$ cat src/rtl/dbuf2ddr_pkg.sv
// Shared sizing, helper width function and state type for the PE-buffer to DDR drain path.
// The DBUF2DDR_RELU_EN option itself is applied in dbuf2ddr.sv.
package GLOBAL_PARAM;
  localparam int DATA_W     = 16;
  localparam int BATCH      = 2;
  localparam int DDR_W      = 4 * BATCH * DATA_W;
  localparam int PE_NUM_DEF = 32;

  // Bits needed to index n items (at least 1).
  function automatic int bw(input int n);
    return (n <= 2) ? 1 : $clog2(n);
  endfunction

  localparam int GRP_W = bw(PE_NUM_DEF / 4);

  typedef enum logic [1:0] {IDLE, RUN, DRAIN} dbuf2ddr_state_e;
endpackage

$ cat src/rtl/dbuf2ddr_if.sv
// Buffer read port plus DDR write stream between dbuf2ddr (master) and its surroundings (slave).
interface dbuf2ddr_if
  import GLOBAL_PARAM::*;
#(
  parameter int ADDR_W = 8,
  parameter int PE_NUM = PE_NUM_DEF
) ();
  logic [ADDR_W-1:0]              dbuf_rd_addr;
  logic [PE_NUM-1:0]              dbuf_rd_en;
  logic [PE_NUM*BATCH*DATA_W-1:0] dbuf_rd_data;
  logic [DDR_W-1:0]               ddr_data;
  logic                           ddr_valid;
  logic                           ddr_ready;

  modport master (
    output dbuf_rd_addr, dbuf_rd_en, ddr_data, ddr_valid,
    input  dbuf_rd_data, ddr_ready
  );

  modport slave (
    input  dbuf_rd_addr, dbuf_rd_en, ddr_data, ddr_valid,
    output dbuf_rd_data, ddr_ready
  );
endinterface

$ cat src/rtl/dbuf2ddr_sync_fifo.sv
// Small first-word-fall-through FIFO; DEPTH must be a power of two (pointers wrap naturally).
module sync_fifo #(
  parameter int WIDTH = 8,
  parameter int DEPTH = 4,
  localparam int AW = (DEPTH <= 2) ? 1 : $clog2(DEPTH),
  localparam int CW = AW + 1
) (
  input  logic             clk,
  input  logic             rst,
  input  logic             i_push,
  input  logic [WIDTH-1:0] i_data,
  input  logic             i_pop,
  output logic [WIDTH-1:0] o_data,
  output logic [CW-1:0]    o_count,
  output logic             o_empty,
  output logic             o_full
);
  logic [WIDTH-1:0] r_mem [DEPTH];
  logic [AW-1:0]    r_wptr, r_rptr;
  logic [CW-1:0]    r_count;
  logic             w_push, w_pop;

  assign o_count = r_count;
  assign o_empty = (r_count == '0);
  assign o_full  = (r_count == CW'(DEPTH));
  assign o_data  = r_mem[r_rptr];
  assign w_pop   = i_pop && !o_empty;
  assign w_push  = i_push && (!o_full || w_pop);

  always_ff @(posedge clk) begin
    if (w_push) r_mem[r_wptr] <= i_data;
  end

  always_ff @(posedge clk or negedge rst) begin
    if (!rst) begin
      r_wptr  <= '0;
      r_rptr  <= '0;
      r_count <= '0;
    end else begin
      if (w_push) r_wptr <= r_wptr + AW'(1);
      if (w_pop)  r_rptr <= r_rptr + AW'(1);
      if (w_push && !w_pop)      r_count <= r_count + CW'(1);
      else if (w_pop && !w_push) r_count <= r_count - CW'(1);
    end
  end
endmodule

$ cat src/rtl/dbuf2ddr.sv
// Sweeps conf_base..conf_base+conf_len over every active 4-PE group and streams one packed beat per read.
// Define DBUF2DDR_RELU_EN to clamp negative DATA_W elements to zero on the FIFO push path.
module dbuf2ddr
  import GLOBAL_PARAM::*;
#(
  parameter int BUF_DEPTH  = 256,
  parameter int ADDR_W     = bw(BUF_DEPTH),
  parameter int PE_NUM     = PE_NUM_DEF,
  parameter int FIFO_DEPTH = 4
) (
  input  logic              clk,
  input  logic              rst,
  input  logic              start,
  output logic              done,
  input  logic [ADDR_W-1:0] conf_base,
  input  logic [ADDR_W-1:0] conf_len,
  input  logic [PE_NUM-1:0] conf_mask,
  dbuf2ddr_if.master        bus
);
  localparam int G  = PE_NUM / 4;
  localparam int GW = bw(G);
  localparam int UW = BATCH * DATA_W;
  localparam int CW = ((FIFO_DEPTH <= 2) ? 1 : $clog2(FIFO_DEPTH)) + 1;

  dbuf2ddr_state_e   r_state, w_state_next;
  logic [PE_NUM-1:0] r_mask, w_sel_mask;
  logic [ADDR_W-1:0] r_addr, r_end, w_addr_next;
  logic [GW-1:0]     r_grp, r_dgrp, w_grp_next, w_next_grp, w_first, w_conf_first;
  logic [3:0]        r_dmask, w_unit_mask;
  logic              r_inflight, w_has_next, w_issue, w_credit;
  logic [G-1:0]      w_act, w_conf_act;
  logic [DDR_W-1:0]  w_grp_data, w_push_data, w_head;
  logic [CW-1:0]     w_count;
  logic              w_empty, w_full, w_pop;

  function automatic logic [ADDR_W-1:0] addr_add(input logic [ADDR_W-1:0] a,
                                                  input logic [ADDR_W-1:0] b);
    logic [ADDR_W:0] s;
    s = {1'b0, a} + {1'b0, b};
    if (s >= (ADDR_W+1)'(BUF_DEPTH)) s = s - (ADDR_W+1)'(BUF_DEPTH);
    return s[ADDR_W-1:0];
  endfunction

  function automatic logic [GW-1:0] first_of(input logic [G-1:0] act);
    logic [GW-1:0] f = '0;
    for (int g = G - 1; g >= 0; g--)
      if (act[g]) f = GW'(g);
    return f;
  endfunction

  function automatic logic [UW-1:0] unit_post(input logic [UW-1:0] u);
    logic [UW-1:0] r = u;
`ifdef DBUF2DDR_RELU_EN
    for (int e = 0; e < BATCH; e++)
      if (u[e*DATA_W + DATA_W - 1]) r[e*DATA_W +: DATA_W] = '0;
`endif
    return r;
  endfunction

  for (genvar gi = 0; gi < G; gi++) begin : g_grp
    assign w_act[gi]             = |r_mask[gi*4 +: 4];
    assign w_conf_act[gi]        = |conf_mask[gi*4 +: 4];
    assign w_sel_mask[gi*4 +: 4] = (r_grp == GW'(gi)) ? r_mask[gi*4 +: 4] : 4'b0;
  end

  assign w_first      = first_of(w_act);
  assign w_conf_first = first_of(w_conf_act);

  // Lowest active group above the current one; none means wrap to the next address.
  always_comb begin
    w_has_next  = 1'b0;
    w_next_grp  = '0;
    w_unit_mask = '0;
    for (int g = G - 1; g >= 0; g--) begin
      if (w_act[g] && (GW'(g) > r_grp)) begin
        w_has_next = 1'b1;
        w_next_grp = GW'(g);
      end
      w_unit_mask = w_unit_mask | w_sel_mask[g*4 +: 4];
    end
  end

  // Inflight read counts against FIFO space so a returning beat always has a slot.
  assign w_credit = !w_full && ((int'(w_count) + int'(r_inflight)) < FIFO_DEPTH);

  always_comb begin
    w_state_next = r_state;
    w_addr_next  = r_addr;
    w_grp_next   = r_grp;
    w_issue      = 1'b0;
    case (r_state)
      IDLE: begin
        if (start) begin
          w_addr_next  = conf_base;
          w_grp_next   = w_conf_first;
          w_state_next = (|conf_mask) ? RUN : DRAIN;
        end
      end
      RUN: begin
        if (w_credit) begin
          w_issue = 1'b1;
          if (w_has_next) begin
            w_grp_next = w_next_grp;
          end else begin
            w_grp_next  = w_first;
            w_addr_next = addr_add(r_addr, ADDR_W'(1));
            if (r_addr == r_end) w_state_next = DRAIN;
          end
        end
      end
      DRAIN: begin
        if (!r_inflight && w_empty) w_state_next = IDLE;
      end
      default: w_state_next = IDLE;
    endcase
  end

  always_ff @(posedge clk or negedge rst) begin
    if (!rst) begin
      r_state    <= IDLE;
      r_addr     <= '0;
      r_end      <= '0;
      r_grp      <= '0;
      r_mask     <= '0;
      r_inflight <= 1'b0;
      r_dgrp     <= '0;
      r_dmask    <= '0;
    end else begin
      r_state    <= w_state_next;
      r_addr     <= w_addr_next;
      r_grp      <= w_grp_next;
      r_inflight <= w_issue;
      if (w_issue) begin
        r_dgrp  <= r_grp;
        r_dmask <= w_unit_mask;
      end
      if (r_state == IDLE && start) begin
        r_mask <= conf_mask;
        r_end  <= addr_add(conf_base, conf_len);
      end
    end
  end

  always_comb begin
    w_grp_data = '0;
    for (int g = 0; g < G; g++)
      if (r_dgrp == GW'(g)) w_grp_data = bus.dbuf_rd_data[g*DDR_W +: DDR_W];
  end

  // Masked-off PEs inside an active group contribute a zero slot.
  for (genvar gi = 0; gi < 4; gi++) begin : g_unit
    assign w_push_data[gi*UW +: UW] = r_dmask[gi] ? unit_post(w_grp_data[gi*UW +: UW]) : '0;
  end

  sync_fifo #(.WIDTH(DDR_W), .DEPTH(FIFO_DEPTH)) u_fifo (
    .clk     (clk),
    .rst     (rst),
    .i_push  (r_inflight),
    .i_data  (w_push_data),
    .i_pop   (w_pop),
    .o_data  (w_head),
    .o_count (w_count),
    .o_empty (w_empty),
    .o_full  (w_full)
  );

  assign done             = (r_state == IDLE);
  assign bus.dbuf_rd_addr = r_addr;
  assign bus.dbuf_rd_en   = w_issue ? w_sel_mask : '0;
  assign bus.ddr_valid    = !w_empty;
  assign bus.ddr_data     = w_head;
  assign w_pop            = bus.ddr_valid && bus.ddr_ready;
endmodule

$ cat src/flat_wrapper.sv
// flat-port wrapper written by rule: the top's interface ports become plain ports
module dbuf2ddr_flat import GLOBAL_PARAM::*;
#(
  parameter int BUF_DEPTH  = 256,
  parameter int ADDR_W     = bw(BUF_DEPTH),
  parameter int PE_NUM     = PE_NUM_DEF,
  parameter int FIFO_DEPTH = 4
)
  (clk, rst, start, done, conf_base, conf_len, conf_mask, bus_dbuf_rd_addr, bus_dbuf_rd_en, bus_ddr_data, bus_ddr_valid, bus_dbuf_rd_data, bus_ddr_ready);
  dbuf2ddr_if #(.ADDR_W(ADDR_W), .PE_NUM(PE_NUM)) bus_i ();
  input  logic clk;
  input  logic rst;
  input  logic start;
  output logic done;
  input  logic [ADDR_W-1:0] conf_base;
  input  logic [ADDR_W-1:0] conf_len;
  input  logic [PE_NUM-1:0] conf_mask;
  output wire logic [$bits(bus_i.dbuf_rd_addr)-1:0] bus_dbuf_rd_addr;
  output wire logic [$bits(bus_i.dbuf_rd_en)-1:0] bus_dbuf_rd_en;
  output wire logic [$bits(bus_i.ddr_data)-1:0] bus_ddr_data;
  output wire logic [$bits(bus_i.ddr_valid)-1:0] bus_ddr_valid;
  input wire logic [$bits(bus_i.dbuf_rd_data)-1:0] bus_dbuf_rd_data;
  input wire logic [$bits(bus_i.ddr_ready)-1:0] bus_ddr_ready;
  assign bus_dbuf_rd_addr = bus_i.dbuf_rd_addr;
  assign bus_dbuf_rd_en = bus_i.dbuf_rd_en;
  assign bus_ddr_data = bus_i.ddr_data;
  assign bus_ddr_valid = bus_i.ddr_valid;
  assign bus_i.dbuf_rd_data = bus_dbuf_rd_data;
  assign bus_i.ddr_ready = bus_ddr_ready;
  dbuf2ddr #(.BUF_DEPTH(BUF_DEPTH), .ADDR_W(ADDR_W), .PE_NUM(PE_NUM), .FIFO_DEPTH(FIFO_DEPTH)) u_core (.clk(clk), .rst(rst), .start(start), .done(done), .conf_base(conf_base), .conf_len(conf_len), .conf_mask(conf_mask), .bus(bus_i));
endmodule
$ cat config.mk
export PLATFORM = sky130hd
export DESIGN_NAME = dbuf2ddr_flat
export DESIGN_NICKNAME = d
export VERILOG_FILES = /design/src/rtl/dbuf2ddr_pkg.sv /design/src/rtl/dbuf2ddr_if.sv /design/src/rtl/dbuf2ddr_sync_fifo.sv /design/src/rtl/dbuf2ddr.sv /design/src/flat_wrapper.sv
export SDC_FILE = /design/constraint.sdc
export NUM_CORES = 1
export LEC_CHECK = 0
export BUFFER_PORTS_ARGS = -buffer_cell sky130_fd_sc_hd__buf_2
export CORE_AREA = 3 3 479 481
export DETAILED_ROUTE_END_ITERATION = 7
export DIE_AREA = 0 0 482 484
export PLACE_DENSITY_LB_ADDON = 0.05
export SYNTH_ARGS = -nofsm -noshare
export SYNTH_HDL_FRONTEND = slang
export SYNTH_SLANG_ARGS = --single-unit
$ cat constraint.sdc
create_clock -name clk -period 4.05 [get_ports clk]
set_clock_uncertainty 0.15 [all_clocks]
set_input_delay 0.6075 -clock clk [delete_from_list [all_inputs] [get_ports clk]]
set_output_delay 0.6075 -clock clk [all_outputs]
set_load 0.005 [all_outputs]
==> summary.md <==
| Metric | Value |
|---|---|
| Number of enable flip-flop cells after synthesis | 512 |
| Fmax | 270.5 MHz |
| Hold Crit Class | input port to register |
| DP Area | 41,550 um^2 |
| Final non-filler cell total | 6,751 |
| Dominant cell type by area after synthesis | edfxtp_1 |
| Share of post-route cells with drive strength above 1 | 0.4489 |
| Root Buffer | clkbuf_16 |
| Max Cap Viol | 0 |
| Clk Latency, worst-skew pair | 0.69 ns |
| Maximum vdd drop | 0.3570 mV |
| CP Max Fanout | 9 |
| Die extent in y | 484 um |
| Critical path endpoint category | output pin |
| CP required | 3.29 ns |
| Total CTS buffers | 84 |
| Wire length per cell | 32.90 um |
| Syn nets | 3,499 |
| Synth top area cells | edfxtp_1 (49%), mux4_2 (12%), mux2i_1 (7.9%), dfrtp_1 (5.5%), a21oi_1 (3.9%) |
| Area taken by flip-flops and latches | 17,100 um^2 |
| Fin. Hold Viols | 0 |
| CTS tree | done |
| Async S/R FF share, synth | 0.1172 |
| Final wirelength | 222,100 um |
| Cells after Synth | 2,408 |
| Initial antenna violation count | 148 |
| Vias per cell | 4.111 |
| CORE AREA | 225,100 um^2 |
| First-pass GRT wire length | 286,200 um |
| Syn. warnings | 0 |
| Power Total | 31.75 mW |
| Fin crit share | 0.9128 |
| Fin nets | 4,763 |
| Sequential area share after synthesis | 0.5487 |
| Final min period | 3.697 ns |
| DRT antenna net count | 0 |
| Area grow syn2layout | 43.71% |
| Util after Layout | 0.1987 |
| Final instance area | 44,730 um^2 |
| Most common library cell in the layout ignoring fill and taps | buf_2 |
| Rel. slew slack | 0.3115 |
| Post-CTS Setup Bufs | 0 |
| Initial Utilization | 0.1383 |
| Seq cells post-synth | 580 |
| Clock transition at path regs | 0.05 ns |
| I/O pin total | 1,246 |
| H-tree Lvls | 3 |
| Worst Max-Slew Pin Slew | 1.033 ns |
| Buffers added on ports | 1,245 |
| Row cnt | 174 |
| Synth cell types | 59 |
| Commonest non-fill, non-tap cells in the layout | buf_2 (1,244), edfxtp_1 (512), mux2i_1 (247), a21oi_1 (244), mux4_2 (162) |
| Total track usage | 0.1825 |
| First DRT Iteration DRCs | 1,753 |
| Filler cells | 24,780 |
| RSZ-0062 raised after global routing | false |
| CP Launch Type | register |
| WHS | 0.1043 ns |
| Placed cell count | 6,544 |
| Final Max Slew Viols | 0 |
| Multi-input gate area | 12,780 um^2 |
| Vias in the first global route | 29,400 |
| Clk buf depth | 3 |
| DR pass1 iterations | 5 |
| Setup ws final | 0.3531 ns |
| Post-synth top area share | 0.4940 |
| Die X | 482 um |
| Leak Pwr | 17.13 nW |
| Crit path DAT | 2.94 ns |
| Largest net degree at the start of global routing | 86 |
| GPL Wtd Cong | 0.8219 |
| Congestion Overflow GR | 0 |
| Pre-CTS WS | 0.6079 ns |
| DP HPWL | 176,200 um |
| DRC Markers | 0 |
| Setup TNS | 0 ns |
| Final setup violation count | 0 |
| Crit Path Class | register to output pin |
| Synthesized area per cell | 12.92 um^2 |
| Power density over cell area | 710.0 nW/um^2 |
| # clock sinks | 580 |
| Top FF cell, synth | edfxtp_1 |
| Status | finished, final reports clean |
| Post-Syn Area | 31,120 um^2 |
| Via count | 27,750 |
| Die Footprint | 233,300 um^2 |
sequential cells by signal, indices dropped and copies added (netlist names), 3 cells and up:
name	flops
u_core.r_end	8
u_core.r_dgrp	3
u_core.r_dmask	4
u_core.r_grp	3
u_core.u_fifo.r_mem	512
u_core.r_mask	32
u_core.bus.dbuf_rd_addr	8
u_core.u_fifo.o_count	3
critical path, cell delays in order, from the launching register on:
cell,delay (ns)
dfrtp_1,0.45
a31oi_1,0.32
nand2_1,0.36
inv_2,0.28
nand2_1,0.17
nor2_1,0.38
and2_1,0.20
buf_2,0.11
kinds of logic (layout without fill, tap and decap cells):
family / after synthesis / after routing / share of synthesized area
AO/OA/AOI/OAI: 650 / 650 / 0.1411
flip-flops: 580 / 580 / 0.5487
multiplexers: 418 / 418 / 0.1999
AND/OR/NAND/NOR: 388 / 388 / 0.05640
buffers and inverters: 338 / 1670 / 0.04205
XOR/XNOR: 19 / 19 / 0.005347
adder cells (fa/ha/maj): 15 / 15 / 0.006513
other: 0 / 19 / 0
synthesized netlist by cell type, types with 8 or more instances:
cell type  number
a21oi_1       244
buf_2          26
o22ai_1       117
clkbuf_1      149
a221oi_1      116
nand2b_1        8
nand3_1        12
nor2_1        142
edfxtp_1      512
dfrtp_1        68
and2_1         28
mux4_2        162
inv_1         126
ha_1           13
nor2b_1        21
buf_1          33
and3_1         12
xor2_1         10
o221ai_1      111
nand2_1       133
xnor2_1         9
nor4_1         15
o21ai_0        25
mux2i_1       247
mux2_2          8
power breakdown:
| part | switching [mW] | total (mW) | internal [mW] |
|---|---|---|---|
| logic | 9.41 | 15.0 | 5.59 |
| registers | 0.953 | 9.16 | 8.20 |
| clock network | 2.98 | 7.60 | 4.62 |
| total | 13.3 | 31.8 | 18.4 |
timing repair:
| item | in CTS | in global routing |
|---|---|---|
| hold buffers | 34 | 0 |
| resized for setup | 0 | 0 |
| hold endpoints to repair | 77 | 0 |
cell type report:
type,count,area share
clock buffer,108,0.05114
clock inverter,46,0.01127
inverter,129,0.01094
multi-input combinational,1490,0.2857
tap,2992,0.08370
timing repair buffer,1387,0.1738
sequential,580,0.3824
antenna,19,0.001063
final timing paths:
check	slack, ns	start	cells after the start	endpoint
setup / recovery	0.35	u_core.u_fifo.o_count[0]$_DFFE_PN0P_	7	bus_dbuf_rd_en[14]
hold / removal	0.10	bus_ddr_ready	3	u_core.u_fifo.r_rptr[1]$_DFFE_PN0P_
setup reg to reg	0.70	u_core.r_dgrp[0]$_DFFE_PN0P_	8	u_core.u_fifo.r_mem[2][59]$_DFFE_PP_
hold reg to reg	0.35	u_core.r_end[0]$_DFFE_PN0P_	2	u_core.r_end[0]$_DFFE_PN0P_
max in group asynchronous	2.49	rst	3	u_core.r_mask[13]$_DFFE_PN0P_
min in group asynchronous	0.38	rst	2	u_core.r_mask[26]$_DFFE_PN0P_
routing by layer:
layer | up-vias | wire length, um | global-route usage
met5 | - | 253 | 0
met4 | 40 | 3950 | 0.03198
met3 | 327 | 15210 | 0.04149
met2 | 1202 | 111600 | 0.3240
met1 | 14020 | 91120 | 0.2259
li1 | 12160 | - | -
No activity file was read; power rests on OpenSTA's default activity.
